File: src/rtl/pc_gen_if.sv
// Fetch-bus bundle between the PC generator and the instruction-side bus master.
interface pc_gen_if #(
    parameter int ADDR_WIDTH = 32
);
    logic [ADDR_WIDTH-1:0] pc;
    logic                  ce;
    logic                  inst_req_o;
    logic                  addr_ok_i;

    modport master (
        output pc,
        output ce,
        output inst_req_o,
        input  addr_ok_i
    );

    modport slave (
        input  pc,
        input  ce,
        input  inst_req_o,
        output addr_ok_i
    );
endinterface

File: src/rtl/pc_gen.sv
// Fetch-address generator: sequential fetch, flush/branch redirect and a
// one-entry buffer that holds a branch target resolved while fetch is stalled.
//
// state   | meaning
// --------+-------------------------------------------------------------
// ST_OFF  | in reset, ce=0, pc=RESET_VECTOR
// ST_BOOT | first cycle out of reset, ce=1, pc still RESET_VECTOR
// ST_RUN  | normal fetch, pc advances / redirects
module pc_gen #(
    parameter int                    ADDR_WIDTH   = 32,
    parameter logic [ADDR_WIDTH-1:0] RESET_VECTOR = '0,
    parameter int                    INST_BYTES   = 4,
    parameter int                    STALL_WIDTH  = 6
) (
    input  logic                   clk,
    input  logic                   rst,
    input  logic [STALL_WIDTH-1:0] stall,
    input  logic                   flush_i,
    input  logic [ADDR_WIDTH-1:0]  flush_pc_i,
    input  logic                   branch_flag_i,
    input  logic [ADDR_WIDTH-1:0]  branch_target_addr_i,
    pc_gen_if.master               fetch,
    output logic                   pend_valid_o,
    output logic                   misalign_o
);

    localparam logic [ADDR_WIDTH-1:0] INC        = ADDR_WIDTH'(INST_BYTES);
    // Low address bits that must be zero for an aligned fetch (none when INST_BYTES=1).
    localparam logic [ADDR_WIDTH-1:0] ALIGN_MASK = ADDR_WIDTH'(INST_BYTES - 1);

    typedef enum logic [1:0] {
        ST_OFF  = 2'd0,
        ST_BOOT = 2'd1,
        ST_RUN  = 2'd2
    } state_t;

    state_t                state_q, state_d;
    logic [ADDR_WIDTH-1:0] pc_q, pc_d;
    logic                  pend_valid_q, pend_valid_d;
    logic [ADDR_WIDTH-1:0] pend_addr_q, pend_addr_d;
    logic                  misalign_q, misalign_d;
    logic                  advance;
    logic                  ce;
    logic                  stall_unused;

    // Only the PC-stage bit of the stall vector matters here.
    assign stall_unused = ^stall;

    // Next-state, next-pc and pending-buffer selection.
    always_comb begin
        state_d      = state_q;
        pc_d         = pc_q;
        pend_valid_d = pend_valid_q;
        pend_addr_d  = pend_addr_q;
        advance      = 1'b0;
        case (state_q)
            ST_OFF:  state_d = ST_BOOT;
            ST_BOOT: state_d = ST_RUN;
            ST_RUN: begin
                advance = ~stall[0] & fetch.addr_ok_i;
                if (flush_i) begin
                    pc_d         = flush_pc_i;
                    pend_valid_d = 1'b0;
                end else if (advance) begin
                    if (branch_flag_i) begin
                        pc_d = branch_target_addr_i;
                    end else if (pend_valid_q) begin
                        pc_d = pend_addr_q;
                    end else begin
                        pc_d = pc_q + INC;
                    end
                    pend_valid_d = 1'b0;
                end else if (branch_flag_i) begin
                    // Fetch cannot move this cycle; keep the newest target for later.
                    pend_valid_d = 1'b1;
                    pend_addr_d  = branch_target_addr_i;
                end
            end
            default: state_d = ST_OFF;
        endcase
        misalign_d = |(pc_d & ALIGN_MASK);
    end

    // State registers with synchronous reset.
    always_ff @(posedge clk) begin
        if (rst) begin
            state_q      <= ST_OFF;
            pc_q         <= RESET_VECTOR;
            pend_valid_q <= 1'b0;
            pend_addr_q  <= '0;
            misalign_q   <= |(RESET_VECTOR & ALIGN_MASK);
        end else begin
            state_q      <= state_d;
            pc_q         <= pc_d;
            pend_valid_q <= pend_valid_d;
            pend_addr_q  <= pend_addr_d;
            misalign_q   <= misalign_d;
        end
    end

    assign ce               = (state_q != ST_OFF);
    assign fetch.ce         = ce;
    assign fetch.pc         = pc_q;
    assign fetch.inst_req_o = ce & ~stall[0];
    assign pend_valid_o     = pend_valid_q;
    assign misalign_o       = misalign_q;

endmodule

File: src/flat_wrapper.sv
// flat-port wrapper written by rule: the top's interface ports become plain ports
module pc_gen_flat 
#(
    parameter int                    ADDR_WIDTH   = 32,
    parameter logic [ADDR_WIDTH-1:0] RESET_VECTOR = '0,
    parameter int                    INST_BYTES   = 4,
    parameter int                    STALL_WIDTH  = 6
)
  (clk, rst, stall, flush_i, flush_pc_i, branch_flag_i, branch_target_addr_i, pend_valid_o, misalign_o, fetch_pc, fetch_ce, fetch_inst_req_o, fetch_addr_ok_i);
  pc_gen_if #(.ADDR_WIDTH(ADDR_WIDTH)) fetch_i ();
  input  logic clk;
  input  logic rst;
  input  logic [STALL_WIDTH-1:0] stall;
  input  logic flush_i;
  input  logic [ADDR_WIDTH-1:0] flush_pc_i;
  input  logic branch_flag_i;
  input  logic [ADDR_WIDTH-1:0] branch_target_addr_i;
  output logic pend_valid_o;
  output logic misalign_o;
  output wire logic [$bits(fetch_i.pc)-1:0] fetch_pc;
  output wire logic [$bits(fetch_i.ce)-1:0] fetch_ce;
  output wire logic [$bits(fetch_i.inst_req_o)-1:0] fetch_inst_req_o;
  input wire logic [$bits(fetch_i.addr_ok_i)-1:0] fetch_addr_ok_i;
  assign fetch_pc = fetch_i.pc;
  assign fetch_ce = fetch_i.ce;
  assign fetch_inst_req_o = fetch_i.inst_req_o;
  assign fetch_i.addr_ok_i = fetch_addr_ok_i;
  pc_gen #(.ADDR_WIDTH(ADDR_WIDTH), .RESET_VECTOR(RESET_VECTOR), .INST_BYTES(INST_BYTES), .STALL_WIDTH(STALL_WIDTH)) u_core (.clk(clk), .rst(rst), .stall(stall), .flush_i(flush_i), .flush_pc_i(flush_pc_i), .branch_flag_i(branch_flag_i), .branch_target_addr_i(branch_target_addr_i), .fetch(fetch_i), .pend_valid_o(pend_valid_o), .misalign_o(misalign_o));
endmodule
File: config.mk
export PLATFORM = sky130hd
export DESIGN_NAME = pc_gen_flat
export DESIGN_NICKNAME = d
export VERILOG_FILES = /design/src/rtl/pc_gen_if.sv /design/src/rtl/pc_gen.sv /design/src/flat_wrapper.sv
export SDC_FILE = /design/constraint.sdc
export NUM_CORES = 1
export LEC_CHECK = 0
export ABC_AREA = 1
export CORE_UTILIZATION = 44
export DETAILED_ROUTE_END_ITERATION = 8
export PLACE_DENSITY = 0.81
export SYNTH_ARGS = -nofsm -noshare
export SYNTH_HDL_FRONTEND = slang
export SYNTH_SLANG_ARGS = --single-unit
File: constraint.sdc
create_clock -name clk -period 3.96 [get_ports clk]
set_clock_uncertainty 0.1 [all_clocks]
set_input_delay 0.594 -clock clk [delete_from_list [all_inputs] [get_ports clk]]
set_output_delay 0.594 -clock clk [all_outputs]
set_load 0.005 [all_outputs]
# After elaboration in Yosys (flattened, before gate mapping)
# Index checks and enable logic that the tools add are counted.
[op_classes]
add_sub_neg = 1
muxes = 9
bitwise = 5
n_eq_ne = 2
reduce_logical = 8
[ops]
columns = ["operator", "n"]
rows = [
  ["two-way mux 32 bit", 4],
  ["adder 32 x 3 -> 32 bit, second input constant", 1],
  ["one-hot mux 2 bit (3 select lines)", 1],
  ["AND reduction 2 bit", 2],
  ["AND reduction 4 bit", 1],
  ["nonzero test 2 bit", 2],
  ["two-way mux 1 bit", 3],
  ["NOT 1 bit", 3],
  ["nonzero test 3 bit", 1],
  ["bitwise AND 1 bit", 2],
  ["== test 2 x 1 -> 1 bit, second input constant", 1],
  ["== test 2 bit, second input constant", 1],
  ["logical NOT 2 bit", 1],
  ["two-way mux 2 bit", 1],
  ["OR reduction 2 bit", 1],
]
[word_totals]
out_inout_bits = 36
reg_bits = 68
inputBits = 75

# Longest topological paths before layout
[logic_depth]
word_depth = 7
depth_mapped = 12
mapped_depth_nobuf = 12

# Least setup slack after synthesis
# No wires, ideal clock.
[synth_timing]
path_kind = "input to register"
from = "in branch_flag_i"
to = "reg u_core.pend_addr_q[18]"
setup_slack_ps = 2157
stages = 10
setup_time_ps = 116
required_time_ps = 3744
arrival_time_ps = 1588
path_buffers = 3
cell_sequence = "buf_2 -> inv_2 -> nor2_1 -> inv_2 -> nor2_4 -> inv_2 -> buf_2 -> buf_2 -> nor2_1 -> nor2_1"
[synth_via]
elab_chain_len = 1
[synth_rtl]
columns = ["element", "line", "text"]
rows = [
  ["start, declared", "flat_wrapper.sv:16", "input logic branch_flag_i;"],
  ["AND reduction 4 bit (no line)", "-", ""],
  ["end signal, assigned", "pc_gen.sv:96", "pend_addr_q <= pend_addr_d;"],
  ["end, declared", "pc_gen.sv:40", "logic [ADDR_WIDTH-1:0] pend_addr_q, pend_addr_d;"],
]
# No other way between the ends.
# A chain may end at the register's enable or synchronous reset.

# Worst setup path in the final report
[layout_timing]
from = "in flush_i"
to = "reg u_core.misalign_q (netlist: u_core.misalign_o)"
[layout_via]
elab_chain_len = 3
[layout_rtl]
columns = ["element", "line", "text"]
rows = [
  ["start, declared", "flat_wrapper.sv:14", "input logic flush_i;"],
  ["two-way mux 32 bit", "pc_gen.sv:61", "if (flush_i) begin"],
  ["two-way mux 2 bit", "pc_gen.sv:56", "case (state_q)"],
  ["OR reduction 2 bit", "pc_gen.sv:81", "misalign_d = |(pc_d & ALIGN_MASK);"],
  ["end signal, assigned", "pc_gen.sv:91", "misalign_q <= |(RESET_VECTOR & ALIGN_MASK);"],
  ["end signal, assigned", "pc_gen.sv:97", "misalign_q <= misalign_d;"],
  ["end, declared", "pc_gen.sv:41", "logic misalign_q, misalign_d;"],
]
# No other way between the ends.

==> flow_summary.json <==
{
  "final_cell_area_um2": 5480,
  "fillCellCount": 876,
  "post-route-period-util": 0.758,
  "syn_avg_cell_area_um2": 6.42,
  "tightest_slew_ps": 1150,
  "final_cells": 848,
  "violations": "design-rule violations",
  "holdWs_ps": 400,
  "wl_per_cell_um": 14.9,
  "synth_cell_type_count": 31,
  "slowest_delay_ps": 840,
  "die_w_um": 99.0,
  "die_h_um": 99.0,
  "num_vias": 4630,
  "cts_buffers": 9,
  "fin_nets": 808,
  "grt_usage": 0.259,
  "place_area_um2": 5230,
  "crit_family": "buffers and inverters",
  "post_cts_buffers": 0,
  "overflow": 0,
  "p_per_area_nw_per_um2": 329,
  "antenna_cells": 0,
  "cts_resized": 0,
  "ys_ff_latch": 68,
  "syn_to_final_growth_pct": 32.5,
  "placed_cells": 832,
  "port_buffers": 105,
  "clkTransAtPathRegs_ps": 80,
  "start_util": 0.450,
  "drtIter0Drc": 377,
  "cts_root_buffer": "clkbuf_8",
  "critPathArrivalTime_ps": 3210,
  "via_per_inst": 5.46,
  "drc": 2,
  "place.gp.congestion": 0.897,
  "ir_drop_mv": 0.167,
  "pin_count": 111,
  "rsz0062_at_grt": "false",
  "rows": 35,
  "path_cells": "clkdlybuf4s50_1, nor2_1, nor2_1, inv_1, nand2_1, o21a_1, nand2_1",
  "firstDrtPassIters": 9,
  "slew_headroom": 0.234,
  "cts_num_sinks": 68,
  "grt_pass1_wl_mm": 20.4,
  "p_leak_nw": 2.22,
  "finalSetupViolations": 0,
  "dp_hpwl_mm": 8.75,
  "fin_setup_tns_ps": 0,
  "hold_buffers": 0,
  "crit_path_end_kind": "flop",
  "yosysWarnings": 0,
  "postLayoutCoreUtil": 0.596,
  "hold_violations": 0,
  "critical_path_class": "in -> reg",
  "synth_fp_nets": 721,
  "cp_num_buf_inv": 2,
  "synth_area_um2": 4140,
  "clock_tree.buffer_depth": 2,
  "worst_setup_path_start_kind": "input pin",
  "synth_flop_cell": "dfxtp_1",
  "status": "finished, violations left",
  "synth_cells": 645,
  "core_area_um2": 9200,
  "path_max_fanout": 32,
  "h-tree-depth": 3,
  "clkLatencyLatePin_ps": 360,
  "cap_violations": 0,
  "die_area_um2": 9800,
  "antenna_found_initial": 0,
  "async_flop_share": 0,
  "period_needed_ps": 3000,
  "grt_pass1_vias": 4425,
  "routed_wl_mm": 12.6,
  "hold_path.class": "reg -> reg",
  "cts_tree": "built",
  "ant_nets": 0,
  "ys_seq_area_frac": 0.329,
  "drv_slew": 0,
  "cp.required_ps": 4170,
  "max_freq_mhz": 333,
  "grt_max_degree": 60,
  "synth_edf_count": 0,
  "drive_gt1_frac": 0.0814,
  "crit_slowest_cell": "clkdlybuf4s50_1"
}
kinds of logic (layout without fill, tap and decap cells):
kind of cell,after synthesis,in the layout,share of synthesized area
simple gates,289,289,0.314
xor+xnor,11,11,0.0233
fa+ha+maj,1,1,0.00302
flops,68,68,0.329
compound gates,200,200,0.258
buf+inv,76,168,0.0728
worst paths after layout:
path,cells past startpoint,from,slack [ps],end
setup / recovery,7,flush_i,960,u_core.misalign_o
hold / removal,2,u_core.state_q[0],400,u_core.state_q[1]
setup reg to reg,7,u_core.pend_valid_o,1640,u_core.fetch.pc[30]
hold reg to reg,2,u_core.state_q[0],400,u_core.state_q[1]
Yosys cell counts (6+ instances only):
master    number  area [um2]
nor2_1       126         473
nand2_1      103         387
a21oi_1       90         450
o21ai_0       80         400
dfxtp_1       68        1360
inv_1         34         128
nand3_1       28         140
clkbuf_1      23        86.3
buf_2         13        65.1
nor2_4         9         101
o211ai_1       8        60.1
o21ai_1        7        35.0
xor2_1         7        61.3
a21oi_2        6        52.6
nor2_2         6        37.5
report_power, final:
part           internal (mW)  switching, mW
Clock                  0.452          0.268
Combinational          0.163          0.150
Sequential             0.720         0.0496
Total                   1.34          0.468
metal layers:
layer  vias to the layer above  track usage  share of wire
met4                         0        0.107          0.023
met2                       181        0.446           0.48
met5                         -            0              0
met3                        28       0.0496          0.068
met1                      2122        0.316           0.43
li1                       2299            -              -
cell type report:
type	count	area, um2	area share
multi-input cells	501	2480	0.452
flip-flops and latches	68	1360	0.248
repair buffers	113	1110	0.203
clock buffers	12	155	0.0283
inverters	39	146	0.0267
well taps	111	139	0.0253
clock inverters	4	95.1	0.0173
per-stage QoR:
step	total power [mW]	worst slack (ps)
finish	1.80	959
global route	1.88	726
CTS	1.81	989
detailed placement	1.09	632
global placement	1.08	742
floorplan	0.918	2160
layout by cell type, fill, tap and decap left out:
cell type / count
nor2_1: 126
clkdlybuf4s50_1: 105
nand2_1: 103
a21oi_1: 90
o21ai_0: 80
dfxtp_1: 68
inv_1: 34
nand3_1: 28
clkbuf_8: 11
nor2_4: 9
o211ai_1: 8
buf_4: 8
o21ai_1: 7
xor2_1: 7
nor2_2: 6
a21oi_2: 6
a21o_1: 5
inv_2: 4
nand2_4: 4
nand2_2: 4
xnor2_1: 4
nand4_1: 3
bufinv_16: 3
nor2_8: 2
nand3_2: 2
o21a_1: 2
clkinv_1: 1
and2_1: 1
o21bai_1: 1
or2_1: 1
a221oi_1: 1
ha_1: 1
clkbuf_1: 1
clkinv_2: 1
worst register-to-register path: stages (launching register included):
cell and delay (ps):
dfxtp_1 810, clkinv_1 740, nor2_1 240, nor2_1 60, nand2_1 80, nand2_1 50
nand2_1 70, a21oi_2 60
flip-flops by register name, indices dropped and copies added (netlist names):
name / count
u_core.state_q: 2
u_core.misalign_o: 1
u_core.pend_addr_q: 32
u_core.fetch.pc: 32
u_core.pend_valid_o: 1
Note: power is estimated with default switching activity, not from simulation.
